**src/rtl/bram_arbiter.sv**
```systemverilog
// rtl/bram_arbiter.sv - two-requester round-robin/lock arbiter and command sequencer for a single-port BRAM
//
// Ports:
//   i_clk, i_rst                  clock, synchronous active-high reset
//   i_reqN_valid/write/lock       request handshake and attributes (N = 0, 1)
//   i_reqN_addr, i_reqN_wdata     request address and write data
//   o_reqN_ready                  combinational accept for requester N
//   o_rspN_valid, o_rspN_data     one-cycle read-data pulse for requester N
//   o_mem_addr/write/wdata        registered command to the BRAM
//   i_mem_rdata                   BRAM read data
//   o_busy                        read in flight or lock held
module bram_arbiter #(
  parameter int ADDR_WIDTH = 2,
  parameter int DATA_WIDTH = 32
) (
  input  logic                  i_clk,
  input  logic                  i_rst,
  input  logic                  i_req0_valid,
  input  logic                  i_req0_write,
  input  logic                  i_req0_lock,
  input  logic [ADDR_WIDTH-1:0] i_req0_addr,
  input  logic [DATA_WIDTH-1:0] i_req0_wdata,
  output logic                  o_req0_ready,
  input  logic                  i_req1_valid,
  input  logic                  i_req1_write,
  input  logic                  i_req1_lock,
  input  logic [ADDR_WIDTH-1:0] i_req1_addr,
  input  logic [DATA_WIDTH-1:0] i_req1_wdata,
  output logic                  o_req1_ready,
  output logic                  o_rsp0_valid,
  output logic [DATA_WIDTH-1:0] o_rsp0_data,
  output logic                  o_rsp1_valid,
  output logic [DATA_WIDTH-1:0] o_rsp1_data,
  output logic [ADDR_WIDTH-1:0] o_mem_addr,
  output logic                  o_mem_write,
  output logic [DATA_WIDTH-1:0] o_mem_wdata,
  input  logic [DATA_WIDTH-1:0] i_mem_rdata,
  output logic                  o_busy
);

  typedef enum logic [1:0] {
    ST_IDLE  = 2'd0,
    ST_LOCK0 = 2'd1,
    ST_LOCK1 = 2'd2
  } state_e;

  state_e state_q, state_d;
  logic   prio_q, prio_d;

  logic grant0, grant1;
  logic accept, acc_id, acc_write, acc_lock;
  logic [ADDR_WIDTH-1:0] acc_addr;
  logic [DATA_WIDTH-1:0] acc_wdata;

  logic [ADDR_WIDTH-1:0] mem_addr_q;
  logic                  mem_write_q;
  logic [DATA_WIDTH-1:0] mem_wdata_q;

  // Tag pipeline: stage 1 lines up with the command register, stage 2 with
  // the cycle in which the BRAM output holds the read data.
  logic t1_rd_q, t1_id_q, t2_rd_q, t2_id_q;

  logic                  rsp0_valid_q, rsp1_valid_q;
  logic [DATA_WIDTH-1:0] rsp0_data_q, rsp1_data_q;

  // FSM state register
  always_ff @(posedge i_clk) begin
    if (i_rst) begin
      state_q <= ST_IDLE;
      prio_q  <= 1'b0;
    end else begin
      state_q <= state_d;
      prio_q  <= prio_d;
    end
  end

  // FSM next state
  always_comb begin
    state_d = state_q;
    case (state_q)
      ST_IDLE: begin
        if (accept && acc_lock) state_d = acc_id ? ST_LOCK1 : ST_LOCK0;
      end
      ST_LOCK0, ST_LOCK1: begin
        // Only the owner can be accepted here, so any accept is the owner's.
        if (accept && !acc_lock) state_d = ST_IDLE;
      end
      default: state_d = ST_IDLE;
    endcase
    // Locked beats come from the owner, and prio already points away from
    // it, so this leaves prio unchanged while a lock is held.
    prio_d = accept ? !acc_id : prio_q;
  end

  // FSM outputs: grant selection
  always_comb begin
    grant0 = 1'b0;
    grant1 = 1'b0;
    case (state_q)
      ST_IDLE: begin
        if (i_req0_valid && i_req1_valid) begin
          grant0 = !prio_q;
          grant1 = prio_q;
        end else begin
          grant0 = i_req0_valid;
          grant1 = i_req1_valid;
        end
      end
      ST_LOCK0: grant0 = 1'b1;
      ST_LOCK1: grant1 = 1'b1;
      default: begin
        grant0 = 1'b0;
        grant1 = 1'b0;
      end
    endcase
  end

  assign o_req0_ready = i_req0_valid && grant0 && !i_rst;
  assign o_req1_ready = i_req1_valid && grant1 && !i_rst;

  assign accept    = o_req0_ready || o_req1_ready;
  assign acc_id    = o_req1_ready;
  assign acc_write = acc_id ? i_req1_write : i_req0_write;
  assign acc_lock  = acc_id ? i_req1_lock  : i_req0_lock;
  assign acc_addr  = acc_id ? i_req1_addr  : i_req0_addr;
  assign acc_wdata = acc_id ? i_req1_wdata : i_req0_wdata;

  // Command stage; address and data hold when idle so the BRAM just re-reads.
  always_ff @(posedge i_clk) begin
    if (i_rst) begin
      mem_addr_q  <= '0;
      mem_write_q <= 1'b0;
      mem_wdata_q <= '0;
    end else begin
      mem_write_q <= accept && acc_write;
      if (accept) begin
        mem_addr_q  <= acc_addr;
        mem_wdata_q <= acc_wdata;
      end
    end
  end

  // Tag pipeline and response registers
  always_ff @(posedge i_clk) begin
    if (i_rst) begin
      t1_rd_q      <= 1'b0;
      t1_id_q      <= 1'b0;
      t2_rd_q      <= 1'b0;
      t2_id_q      <= 1'b0;
      rsp0_valid_q <= 1'b0;
      rsp1_valid_q <= 1'b0;
      rsp0_data_q  <= '0;
      rsp1_data_q  <= '0;
    end else begin
      t1_rd_q      <= accept && !acc_write;
      t1_id_q      <= acc_id;
      t2_rd_q      <= t1_rd_q;
      t2_id_q      <= t1_id_q;
      rsp0_valid_q <= t2_rd_q && !t2_id_q;
      rsp1_valid_q <= t2_rd_q && t2_id_q;
      if (t2_rd_q && !t2_id_q) rsp0_data_q <= i_mem_rdata;
      if (t2_rd_q && t2_id_q)  rsp1_data_q <= i_mem_rdata;
    end
  end

  assign o_mem_addr   = mem_addr_q;
  assign o_mem_write  = mem_write_q;
  assign o_mem_wdata  = mem_wdata_q;
  assign o_rsp0_valid = rsp0_valid_q;
  assign o_rsp0_data  = rsp0_data_q;
  assign o_rsp1_valid = rsp1_valid_q;
  assign o_rsp1_data  = rsp1_data_q;
  assign o_busy       = t1_rd_q || t2_rd_q || (state_q != ST_IDLE);

endmodule

```
**config.mk**
```make
export PLATFORM = sky130hd
export DESIGN_NAME = bram_arbiter
export DESIGN_NICKNAME = d
export VERILOG_FILES = /design/src/rtl/bram_arbiter.sv
export SDC_FILE = /design/constraint.sdc
export NUM_CORES = 1
export LEC_CHECK = 0
export BUFFER_PORTS_ARGS = -buffer_cell sky130_fd_sc_hd__buf_2
export CAP_MARGIN = 10
export CELL_PAD_IN_SITES_DETAIL_PLACEMENT = 2
export CELL_PAD_IN_SITES_GLOBAL_PLACEMENT = 2
export CORE_MARGIN = 1
export CORE_UTILIZATION = 25
export CTS_CLUSTER_DIAMETER = 200
export CTS_CLUSTER_SIZE = 12
export DETAILED_ROUTE_END_ITERATION = 8
export GPL_ROUTABILITY_DRIVEN = 0
export GPL_TIMING_DRIVEN = 1
export PLACE_DENSITY = 0.83
export SLEW_MARGIN = 25
export SYNTH_ARGS = -nofsm -noshare
export SYNTH_HDL_FRONTEND = slang
export SYNTH_SLANG_ARGS = --single-unit
```
**constraint.sdc**
```tcl
create_clock -name i_clk -period 2.2 [get_ports i_clk]
set_input_delay 0.22 -clock i_clk [delete_from_list [all_inputs] [get_ports i_clk]]
set_output_delay 0.22 -clock i_clk [all_outputs]
set_load 0.02 [all_outputs]
```
==> results.cfg, run 1 <==
[outcome]
outcome = completed

[sta]
grt_setup_unrepaired = false
fin_worst_skew_ns = 0.005364
drv_slew = 0
fin_crit_sh = 0.9385
fmax_mhz = 484.3
fin_crit_ns = 2.065
maxSlewHeadroom = 0.5226
tightest_slew_ns = 0.7160
hold_violations = 0
setup_viol = 0
fin_tns_setup_ns = 0

[power]
p_leak_nw = 2.626
powerDensity_nw_per_um2 = 1091
ir_drop_uv = 415.4
power_frac_clock = 0.279
power_switching_share = 0.3689
power_frac_seq = 0.363
combPwrFrac = 0.358
p_int_mw = 4.167
switching_power_mw = 2.436

[cts]
cts_hold_buf = 0
h-tree-depth = 3
cts_buffers = 9
cts_tree = done
cts_sinks = 108
clk_latency_ns = 0.36
ctsLongestPathBuffers = 2
clk_pin_slew_ns = 0.08
clockRootBuffer = clkbuf_16

[yosys]
async_reset_ff_frac = 0
synth_seq_cells = 108
yosys.area.top_type = dfxtp_1
synth.top_cell.area_share = 0.4917
synthDistinctLibCells = 34
yosysSeqAreaShare = 0.4917
syn_area_um2 = 4397
syn_area_per_cell_um2 = 8.296
synthesis.nets = 641
syn_inst = 530
synth_edf_count = 0
synth_ff_type = dfxtp_1
synth_area_leaders = dfxtp_1 (49%), nand2_1 (17%), a311oi_2 (10%)
yosys_warnings = 0

[worst_setup_path]
critPathMaxFanout = 38
r2r_slack_ns = 0.19
r2r-start = state_q[0]
slowest_delay_ns = 0.37
cp-end-kind = primary output
crit_family = buffers and inverters
path_cells = inv_1 -> ha_4 -> a21boi_4 -> o21ai_2 -> buf_12 -> nor2_1 -> buf_2
path_class = reg2out
critPathArrivalTime_ns = 1.84
reg2reg_to = state_q[0]
start_kind = register
rr_worst_depth = 8
required_ns = 1.98
timing.critical_path.buf_inv = 3
cpMaxStageDelayCell = dfxtp_1

[floorplanning]
dieWidth_um = 134.6
dieArea_um2 = 18120
num_rows = 48
die_h_um = 134.6
initial_core_util = 0.2551
ios = 212
coreArea_um2 = 17240

[global_routing]
track_usage = 0.1812
grt_max_degree = 67
grt_pass1_vias = 4925
grt-ovfl-total = 0
antenna_found_initial = 0
grt_pass1_wl_um = 25500

[min_path]
hold_path.class = in2reg
holdCritStartpoint = i_req0_write
hold_path_depth = 2
min_to = t1_rd_q

[detailed_routing]
avgRoutedWirePerCell_um = 17.08
wirelength_um = 16250
vias = 4486
dr.pass1.iters = 4
via_per_inst = 4.717
ant_nets = 0
drt_iter0_drc = 112
drc_errors = 0

[layout]
drive_gt1_frac = 0.3843
nets = 832
area_growth_pct = 37.65
n_antenna_cell = 0
fin_util = 0.3511
final_cell_mix = buf_2 (209), nand2_1 (200), dfxtp_1 (107)
final_common_cell = buf_2

[placement]
io_buffers = 211
dp_hpwl_um = 11630

[job]
drv_cap = 0
==> worst register-to-register path, cell delays in order, from the launching register on <==
cell and delay [ns]:
dfxtp_2 0.36, inv_1 0.09, ha_1 0.24, and2_1 0.20, a31oi_4 0.20, buf_4 0.18, buf_12 0.22, o21ai_0 0.15
o32ai_1 0.27
==> worst max path at each step <==
stage                          start         endpoint  slack (ns)  depth (start not counted)
after CTS                 state_q[0]     o_req1_ready        0.01                          7
final                     state_q[1]     o_req0_ready        0.14                          7
after floorplan           state_q[0]  o_mem_wdata[11]        0.54                          9
after global placement    state_q[0]       state_q[0]        0.44                          7
after detailed placement  state_q[0]  o_mem_wdata[25]        0.18                          7
after global routing      state_q[1]     o_req0_ready        0.03                          7
==> metal layers <==
| layer | vias to the layer above | track usage | share of wire |
|---|---|---|---|
| li1 | 2152 | - | - |
| met1 | 2147 | 0.2034 | 0.41 |
| met4 | 0 | 0.06242 | 0.016 |
| met5 | - | 0 | 0 |
| met2 | 171 | 0.3224 | 0.49 |
| met3 | 16 | 0.05706 | 0.080 |
==> cell type report <==
class	instances	area, um^2
fillers	1991	11180
flip-flops and latches	108	2163
multi-input cells	374	2014
repair buffers	224	1246
well taps	225	281.5
clock buffers	9	225.2
clock inverters	7	106.4
inverters	4	15.01
==> flip-flops by register name, indices dropped and copies added (netlist names) <==
name          cells
t1_id_q           1
o_rsp1_data      32
t2_id_q           1
state_q           2
t1_rd_q           1
prio_q            1
o_rsp0_valid      1
o_mem_write       1
o_rsp1_valid      1
o_rsp0_data      32
o_mem_wdata      32
t2_rd_q           1
o_mem_addr        2
==> Yosys cell counts (4+ instances only) <==
cell and n:
a21oi_1 64, a311oi_1 4, a311oi_2 30, buf_4 12, clkbuf_1 24, dfxtp_1 108
inv_1 4, nand2_1 200, nor2_1 41, nor2b_1 4, o21ai_0 4
==> power groups by stage <==
stage               clock network (mW)  logic, mW  registers (mW)
floorplan                            0       1.24            2.71
global placement                     0       2.13            2.41
detailed placement                   0       2.26            2.43
CTS                               1.90       2.36            2.40
global route                      1.98       2.56            2.43
finish                            1.84       2.36            2.40
==> cell families (layout without fill, tap and decap cells) <==
family,after synthesis,after routing,share of synthesized area
AOI/OAI and AO/OA,116,116,0.2166
adders and majority gates,3,3,0.008538
buffers and inverters,48,244,0.05692
DFF,108,108,0.4917
muxes,1,1,0.002561
and+or+nand+nor,254,254,0.2237
==> timing repair <==
action,in CTS,in global routing
resized for setup,1,3
endpoints found under the setup margin,2,2
buffers inserted,1,2
gates cloned,1,0
==> metrics by stage <==
step | area [um^2] | worst slack (ns) | hold WS [ns] | instances | total power, mW
finish | 6052 | 0.1353 | 0.08123 | 951 | 6.603
global route | 6052 | 0.02564 | 0.09493 | 951 | 6.973
CTS | 6023 | 0.01305 | 0.07001 | 949 | 6.658
detailed placement | 5649 | 0.1823 | 0.4293 | 931 | 4.693
global placement | 5649 | 0.4438 | 0.4292 | 931 | 4.538
floorplan | 4397 | 0.5441 | 0.3241 | 530 | 3.953
No activity file was read; power rests on OpenSTA's default activity.
==> inputs of run 2 (changes only) <==
Settings changed: PLACE_DENSITY 0.83 to 0.81.
Clock period 2.2 ns to 1.95 ns, I/O delays scaled along.
==> results.cfg, run 2 (synthesis gave the netlist of run 1 again) <==
[global_routing]
antenna_found_initial = 1
track_usage = 0.1867
grt_max_degree = 67
grt_pass1_vias = 4978
grt-ovfl-total = 0
grt_pass1_wl_um = 26280

[sta]
maxSlewHeadroom = 0.6724
setup_viol = 0
tightest_slew_ns = 0.4913
hold_violations = 0
grt_setup_unrepaired = false
fmax_mhz = 532.0
drv_slew = 0
whs_ns = 0.08206
fin_crit_sh = 0.9639
fin_worst_skew_ns = 0.008604
fin_crit_ns = 1.880

[detailed_routing]
drc_errors = 0
via_per_inst = 4.725
ant_nets = 0
avgRoutedWirePerCell_um = 17.27
wirelength_um = 16580
vias = 4536
drt_iter0_drc = 150
dr.pass1.iters = 4

[layout]
fill_cells = 2008
final_common_cell = buf_2
n_antenna_cell = 0
final_cell_mix = buf_2 (208), nand2_1 (200), dfxtp_1 (107)
drive_gt1_frac = 0.3959
area_growth_pct = 39.73
nets = 841
ff_latch_area_um2 = 2163
multiInputGateArea_um2 = 2027

[outcome]
outcome = completed

[min_path]
hold_path.class = in2reg

[cts]
cts_buffers = 9
cts_sinks = 108
h-tree-depth = 3
clk_latency_ns = 0.36
ctsLongestPathBuffers = 2
clk_pin_slew_ns = 0.07
clockRootBuffer = clkbuf_16
cts_tree = done
cts_hold_buf = 0

[placement]
dp_hpwl_um = 11650
io_buffers = 211

[floorplanning]
initial_core_util = 0.2551
num_rows = 48
die_h_um = 134.6
dieWidth_um = 134.6
ios = 212
dieArea_um2 = 18120
coreArea_um2 = 17240

[worst_setup_path]
cp-end-kind = primary output
critPathArrivalTime_ns = 1.68
required_ns = 1.75
start_kind = register
path_class = reg2out
critPathMaxFanout = 4

[power]
p_leak_nw = 2.683
ir_drop_uv = 522.3
powerDensity_nw_per_um2 = 1232
power_mw = 7.567

[job]
drv_cap = 0
## run 2: changes by cell type in the layout (fill, tap and decap cells not counted), moves of 2 or more
cell,delta
buf_4,+9
inv_8,-2
inv_2,+2
clkinv_2,+2
inv_1,-2
## run 2: timing repair
action,CTS,global route
cloned,2,0
buffers inserted,5,2
setup endpoints to repair,2,12
resized for setup,4,5
pin swaps,0,1
## run 2: routing by layer
| metal | routed length (um) | part of all wire | global-route usage | up-vias |
|---|---|---|---|---|
| li1 | - | - | - | 2164 |
| met1 | 6824 | 0.41 | 0.2040 | 2192 |
| met2 | 8192 | 0.49 | 0.3394 | 163 |
| met3 | 1327 | 0.080 | 0.06119 | 15 |
| met4 | 214 | 0.013 | 0.05993 | 2 |
| met5 | 17 | 0.0010 | 0 | - |
## run 2: per-stage QoR
stage	cell area, um^2	std cells	TNS [ns]	setup WS, ns	util
floorplan	4397	530	0	0.2941	-
global placement	5687	935	0	0.2141	0.3299
detailed placement	5687	935	0	0.09273	0.3299
CTS	6113	958	-0.06457	-0.03379	0.3547
global route	6143	960	0	0.009774	0.3564
finish	6143	960	0	0.07035	0.3564
## run 2: cell type report
| cell class | instances | area share |
|---|---|---|
| tap | 225 | 0.04582 |
| timing repair buffer | 233 | 0.2183 |
| multi-input combinational | 374 | 0.3299 |
| sequential | 108 | 0.3521 |
| clock inverter | 6 | 0.01405 |
| clock buffer | 10 | 0.03727 |
| inverter | 4 | 0.002444 |
## run 2: worst paths after layout
kind,start,endpoint,slack (ns),depth (start not counted)
setup / recovery,state_q[1],o_req0_ready,0.07,7
hold / removal,i_req0_write,t1_rd_q,0.08,2
setup reg to reg,state_q[1],o_mem_wdata[5],0.12,8
hold reg to reg,t1_id_q,t2_id_q,0.46,1
## run 2: worst max-delay path, stage by stage, from the launching register on
cell and delay, ns:
dfxtp_1 0.38, inv_2 0.08, ha_4 0.18, a21boi_4 0.15, o21ai_4 0.18, buf_12 0.13
nor2_1 0.05, buf_4 0.18
## run 2: power breakdown
| part | internal, mW | switching [mW] | total, mW |
|---|---|---|---|
| combinational | 1.17 | 1.69 | 2.86 |
| clock | 1.13 | 0.876 | 2.00 |
| sequential | 2.52 | 0.176 | 2.70 |
| total | 4.82 | 2.74 | 7.57 |
